<file path="src/rtl/line_rasterizer.sv">
// line_rasterizer
// ---------------
// Bresenham line engine that feeds the framebuffer write port. One accepted
// line command (two endpoints plus colour) becomes a stream of one pixel per
// clock. Coordinates are framebuffer-local; pixels outside WIDTH x HEIGHT
// still take their cycle but are issued with we=0.
//
// Handshake: start is only looked at while idle (busy=0). A start seen at a
// rising edge in IDLE latches x0/y0/x1/y1/color; busy rises the next cycle and
// stays high through the one-cycle done pulse. Starts while busy are dropped.
//
// Ports:
//   clk, rst          clock, synchronous active-high reset
//   start             line command request (IDLE only)
//   x0, y0, x1, y1    endpoints, unsigned, XY_BITW bits
//   color             line colour
//   busy              high from the cycle after accept through the DONE cycle
//   done              one-cycle pulse after the last pixel
//   we, x, y          framebuffer write strobe and pixel address
//   pixel_color       framebuffer write data
//
// The FSM state is held in the enum signal `state` for probing.
module line_rasterizer #(
  parameter int XY_BITW = 16,
  parameter int WIDTH   = 100,
  parameter int HEIGHT  = 100,
  parameter int COLORW  = 3
) (
  input  logic               clk,
  input  logic               rst,
  input  logic               start,
  input  logic [XY_BITW-1:0] x0,
  input  logic [XY_BITW-1:0] y0,
  input  logic [XY_BITW-1:0] x1,
  input  logic [XY_BITW-1:0] y1,
  input  logic [COLORW-1:0]  color,
  output logic               busy,
  output logic               done,
  output logic               we,
  output logic [XY_BITW-1:0] x,
  output logic [XY_BITW-1:0] y,
  output logic [COLORW-1:0]  pixel_color
);

  // Error term width: |delta| needs XY_BITW+1 bits plus sign; doubling needs one more.
  localparam int SW = XY_BITW + 2;
  localparam int EW = XY_BITW + 3;

  localparam logic [XY_BITW:0]   W_LIM = WIDTH[XY_BITW:0];
  localparam logic [XY_BITW:0]   H_LIM = HEIGHT[XY_BITW:0];
  localparam logic [XY_BITW-1:0] ONE   = {{(XY_BITW-1){1'b0}}, 1'b1};

  typedef enum logic [1:0] {
    IDLE = 2'd0,
    INIT = 2'd1,
    DRAW = 2'd2,
    DONE = 2'd3
  } state_t;

  state_t state, state_nxt;

  // Latched command
  logic [XY_BITW-1:0] x0_q, y0_q, x1_q, y1_q;
  logic [XY_BITW-1:0] x0_nxt, y0_nxt, x1_nxt, y1_nxt;
  logic [COLORW-1:0]  color_q, color_nxt;

  // Bresenham working set
  logic signed [SW-1:0] dx_q, dy_q, err_q;
  logic signed [SW-1:0] dx_nxt, dy_nxt, err_nxt;
  logic                 sx_pos_q, sy_pos_q, sx_pos_nxt, sy_pos_nxt;

  // Registered outputs
  logic               busy_nxt, done_nxt, we_nxt;
  logic [XY_BITW-1:0] x_nxt, y_nxt;
  logic [COLORW-1:0]  pc_nxt;

  // Deltas from the latched endpoints (zero-extended so the subtraction is signed-safe)
  logic signed [SW-1:0] diff_x, diff_y, abs_x, abs_y;
  assign diff_x = $signed({2'b00, x1_q}) - $signed({2'b00, x0_q});
  assign diff_y = $signed({2'b00, y1_q}) - $signed({2'b00, y0_q});
  assign abs_x  = diff_x[SW-1] ? -diff_x : diff_x;
  assign abs_y  = diff_y[SW-1] ? -diff_y : diff_y;

  // Step decisions; both compare against the pre-update error.
  logic signed [EW-1:0] e2, dx_e, dy_e;
  logic                 step_x, step_y, at_end;
  logic [XY_BITW-1:0]   x_step, y_step;
  assign e2     = $signed({err_q, 1'b0});
  assign dx_e   = $signed({dx_q[SW-1], dx_q});
  assign dy_e   = $signed({dy_q[SW-1], dy_q});
  assign step_x = (e2 >= dy_e);
  assign step_y = (e2 <= dx_e);
  assign x_step = step_x ? (sx_pos_q ? x + ONE : x - ONE) : x;
  assign y_step = step_y ? (sy_pos_q ? y + ONE : y - ONE) : y;
  assign at_end = (x == x1_q) && (y == y1_q);

  function automatic logic in_fb(input logic [XY_BITW-1:0] px, input logic [XY_BITW-1:0] py);
    return ({1'b0, px} < W_LIM) && ({1'b0, py} < H_LIM);
  endfunction

  always_comb begin
    state_nxt  = state;
    x0_nxt     = x0_q;
    y0_nxt     = y0_q;
    x1_nxt     = x1_q;
    y1_nxt     = y1_q;
    color_nxt  = color_q;
    dx_nxt     = dx_q;
    dy_nxt     = dy_q;
    err_nxt    = err_q;
    sx_pos_nxt = sx_pos_q;
    sy_pos_nxt = sy_pos_q;
    busy_nxt   = busy;
    done_nxt   = 1'b0;
    we_nxt     = 1'b0;
    x_nxt      = x;
    y_nxt      = y;
    pc_nxt     = pixel_color;

    case (state)
      IDLE: begin
        busy_nxt = 1'b0;
        if (start) begin
          x0_nxt    = x0;
          y0_nxt    = y0;
          x1_nxt    = x1;
          y1_nxt    = y1;
          color_nxt = color;
          busy_nxt  = 1'b1;
          state_nxt = INIT;
        end
      end
      INIT: begin
        dx_nxt     = abs_x;
        dy_nxt     = -abs_y;
        err_nxt    = abs_x - abs_y;
        sx_pos_nxt = (x0_q < x1_q);
        sy_pos_nxt = (y0_q < y1_q);
        // The first pixel is loaded here so it is on the outputs in the first DRAW cycle.
        x_nxt      = x0_q;
        y_nxt      = y0_q;
        pc_nxt     = color_q;
        we_nxt     = in_fb(x0_q, y0_q);
        state_nxt  = DRAW;
      end
      DRAW: begin
        if (at_end) begin
          done_nxt  = 1'b1;
          state_nxt = DONE;
        end else begin
          x_nxt   = x_step;
          y_nxt   = y_step;
          err_nxt = err_q + (step_x ? dy_q : '0) + (step_y ? dx_q : '0);
          we_nxt  = in_fb(x_step, y_step);
        end
      end
      DONE: begin
        busy_nxt  = 1'b0;
        state_nxt = IDLE;
      end
      default: state_nxt = IDLE;
    endcase
  end

  always_ff @(posedge clk) begin
    if (rst) begin
      state       <= IDLE;
      x0_q        <= '0;
      y0_q        <= '0;
      x1_q        <= '0;
      y1_q        <= '0;
      color_q     <= '0;
      dx_q        <= '0;
      dy_q        <= '0;
      err_q       <= '0;
      sx_pos_q    <= 1'b0;
      sy_pos_q    <= 1'b0;
      busy        <= 1'b0;
      done        <= 1'b0;
      we          <= 1'b0;
      x           <= '0;
      y           <= '0;
      pixel_color <= '0;
    end else begin
      state       <= state_nxt;
      x0_q        <= x0_nxt;
      y0_q        <= y0_nxt;
      x1_q        <= x1_nxt;
      y1_q        <= y1_nxt;
      color_q     <= color_nxt;
      dx_q        <= dx_nxt;
      dy_q        <= dy_nxt;
      err_q       <= err_nxt;
      sx_pos_q    <= sx_pos_nxt;
      sy_pos_q    <= sy_pos_nxt;
      busy        <= busy_nxt;
      done        <= done_nxt;
      we          <= we_nxt;
      x           <= x_nxt;
      y           <= y_nxt;
      pixel_color <= pc_nxt;
    end
  end

endmodule

</file>
<file path="config.mk">
export PLATFORM = sky130hd
export DESIGN_NAME = line_rasterizer
export DESIGN_NICKNAME = d
export VERILOG_FILES = /design/src/rtl/line_rasterizer.sv
export SDC_FILE = /design/constraint.sdc
export NUM_CORES = 1
export LEC_CHECK = 0
export BUFFER_PORTS_ARGS = -buffer_cell sky130_fd_sc_hd__buf_2
export CAP_MARGIN = 20
export CORE_ASPECT_RATIO = 0.5
export CORE_MARGIN = 8
export CORE_UTILIZATION = 65
export DETAILED_ROUTE_END_ITERATION = 12
export PLACE_DENSITY = 0.85
export SETUP_SLACK_MARGIN = 0.2
export SYNTH_ARGS = -nofsm -noshare
export SYNTH_HDL_FRONTEND = slang
export SYNTH_SLANG_ARGS = --single-unit
</file>
<file path="constraint.sdc">
create_clock -name clk -period 10.24 [get_ports clk]
set_clock_uncertainty 0.1 [all_clocks]
set_input_delay 1.536 -clock clk [delete_from_list [all_inputs] [get_ports clk]]
set_output_delay 1.536 -clock clk [all_outputs]
set_load 0.005 [all_outputs]
</file>
==> run metrics <==
GPL Wtd Cong=0.981; CTS Buf Count=17; Worst Hold Class=reg -> reg; CTS H-tree lvls=4; final setup fails=0; Post-layout nets=2149; worst hold start=color_q[0]$_SDFFE_PP0P_; CP max stage cell=clkinv_1; clk slew on worst S/H paths=approximately 0.070 ns; Post-synth EDFFs=0; register area share after synthesis=0.229; RSZ-0062 raised after global routing=no; Syn Area/Cell=approximately 7.7 um^2; P&R area growth vs syn=9.38%; vias per cell=6.28; antenna violations before repair=0; Worst Path Arrival=6.89 ns; row cnt=38; clk root buf=clkbuf_16; total core area=0.0216 mm^2; global-route wire length before repair=between 60000 and 70000 um; number of global-route vias before repair=13300; Die W=~230 um; # Max-Cap Violations=0; WP buf/inv=4; Post-synth top flop=dfxtp_1; CP delay by family, top=compound AO/OA/AOI/OAI gates; drc violations=0; CP required=10.51 ns; gr ovfl total=0; Hold Fails Final Rpt=0; outcome=finished, final reports clean; Yosys reg bits=163; Die ar.=~0.027 mm^2; Multi-input gate area=0.0102 mm^2; Die H=121 um; post-synthesis cell type count=100; Fmax=151 MHz; DR iter-0 viols=between 1500 and 2000; Setup CP Type=reg -> reg; setup bufs post-CTS=0; synth warn=0; CTS Hold Buffers Added=0; Tcrit/Tclk final=0.646; Post-Route Setup TNS=0 ns; Post-CTS Resized=0; Routed WL=between 40000 and 50000 um; CTS sink count=163; largest net degree at the start of global routing=94; R2R Setup Slk=3.62 ns; Reg area=about 0.0033 mm^2; critical path depth=26; max-slew violations=0; Reg-to-Reg Start=dy_q[1]$_SDFFE_PP0P_; Layout Utilization=0.723; DR WL/cell=19.1 um; Syn Nets=2090; Synth area leader=dfxtp_1; Rel. slew slack=0.305; final HPWL from detailed placement=about 32000 um; share of post-route cells with drive strength above 1=0.101; launch point of the worst path=dy_q[1]$_SDFFE_PP0P_; Least-Margin Pin Slew=1.04 ns; CP Max Fanout=25; CP most frequent cell=o21ai_0; Vias=14000; mapped cell area=0.0143 mm^2; depth of the worst hold-timing path=2; Period minus WS final=6.62 ns; Fillers=1706; Async S/R FF share, synth=0; DRT Pass-1 Iters=7; Yosys top cell area share=0.229; CP peak stage delay=0.72 ns; Max clock buf depth=2; Startpoint Class=register; CTS tree=built; Starting Density=0.661; Reg2Reg Depth=26; Post-Syn Instances=1860; GRT Overall Usage=0.307; Synth area leaders=dfxtp_1 23%, ha_1 12%, xnor2_1 6.3%; ANT nets after route=0; Skew-Pair Late Insertion Delay=0.45 ns; crit path capture type=register; # IOs=108; n_diodes=0; PortBufs=107
[per-stage QoR]
stage               instance area, um^2  instances  setup WS (ns)  hold WS (ns)
floorplan                         14300       1860           4.83         0.336
global placement                  15000       2199           4.00         0.343
detailed placement                15000       2199           3.84         0.349
CTS                               15600       2231           3.73         0.358
global route                      15600       2232           3.25         0.372
finish                            15600       2232           3.62         0.356
[final cells by class]
class                           instances  share of cell area
Clock buffer                           18              0.0281
Clock inverter                         14              0.0114
Inverter                              137              0.0329
Multi-Input combinational cell       1483               0.654
Sequential cell                       163               0.209
Tap cell                              300              0.0240
Timing Repair Buffer                  117              0.0401
[worst reg2reg max path: cells and delay by family (launching register included)]
family / cells / cell delay [ns]
flip-flops: 1 / 0.33
buffers and inverters: 4 / 1.24
XOR/XNOR: 1 / 0.17
AND/OR/NAND/NOR: 4 / 0.71
AO/OA/AOI/OAI: 13 / 2.81
adder cells (fa/ha/maj): 4 / 1.17
[worst paths after layout]
path	to
worst min register to register	color_q[0]$_SDFFE_PP0P_
worst min-delay path	color_q[0]$_SDFFE_PP0P_
worst max-delay path	err_q[15]$_SDFFE_PP0P_
worst max register to register	err_q[15]$_SDFFE_PP0P_
[layer usage]
layer,wire [um],GRT usage,share of wire
met4,1580,0.126,0.037
met2,18900,0.495,0.44
met3,3850,0.0544,0.090
met5,0,0,0
met1,18300,0.405,0.43
[flip-flops by register name, indices dropped and copies added (netlist names), 2 cells and up]
name / cells
x0_q: 16
y: 16
err_q: 18
x1_q: 16
x: 16
color_q: 3
y0_q: 16
dx_q: 18
pixel_color: 3
dy_q: 18
y1_q: 16
state: 2
[kinds of logic after synthesis]
| family | after synthesis | synth area share |
|---|---|---|
| DFF | 163 | 0.229 |
| muxes | 26 | 0.0196 |
| adders and majority gates | 160 | 0.152 |
| AOI/OAI and AO/OA | 519 | 0.241 |
| buffers and inverters | 214 | 0.0567 |
| and+or+nand+nor | 638 | 0.213 |
| xor gates and xnor gates | 140 | 0.0883 |
[Yosys cell counts, drive strengths merged, types with 4 or more instances]
library cell	number
mux2i	21
xor2	35
clkbuf	62
or3	16
o22ai	6
a2111oi	8
nor3	34
a221oi	6
a31oi	29
a21boi	6
nand2b	20
nor2	179
o41a	4
o21a	25
nor2b	28
mux2	5
o2111ai	8
and4	4
a21oi	162
or2	8
and2	13
nand2	217
nor4	14
ha	137
nor4b	4
o21bai	9
nor3b	10
a21o	34
o311ai	8
inv	136
dfxtp	163
or4	4
nand3	40
nand4	22
a311oi	9
fa	23
o31ai	7
o211ai	7
buf	15
o21ai	87
xnor2	105
and3	14
a211oi	78
[layout by cell type (no fill, tap or decap), types with 6 or more instances in the layout]
| cell | n |
|---|---|
| nand2_1 | 215 |
| nor2_1 | 177 |
| dfxtp_1 | 163 |
| a21oi_1 | 162 |
| inv_1 | 135 |
| ha_1 | 135 |
| buf_2 | 106 |
| xnor2_1 | 102 |
| o21ai_0 | 82 |
| a211oi_1 | 73 |
| nand3_1 | 39 |
| xor2_1 | 35 |
| a21o_1 | 34 |
| nor3_1 | 32 |
| nor2b_1 | 28 |
| a31oi_1 | 28 |
| o21a_1 | 24 |
| fa_1 | 23 |
| nand4_1 | 21 |
| mux2i_1 | 20 |
| nand2b_1 | 19 |
| clkbuf_16 | 17 |
| or3_1 | 15 |
| and3_1 | 14 |
| and2_1 | 11 |
| nor4_1 | 11 |
| nor3b_1 | 10 |
| buf_4 | 10 |
| o21bai_1 | 9 |
| a311oi_1 | 9 |
| o2111ai_1 | 8 |
| o31ai_1 | 7 |
| a2111oi_0 | 6 |
| o211ai_1 | 6 |
| o311ai_0 | 6 |
Power is not shown: default switching activity piles up to over one toggle a cycle in this logic, so the estimate is an artifact.
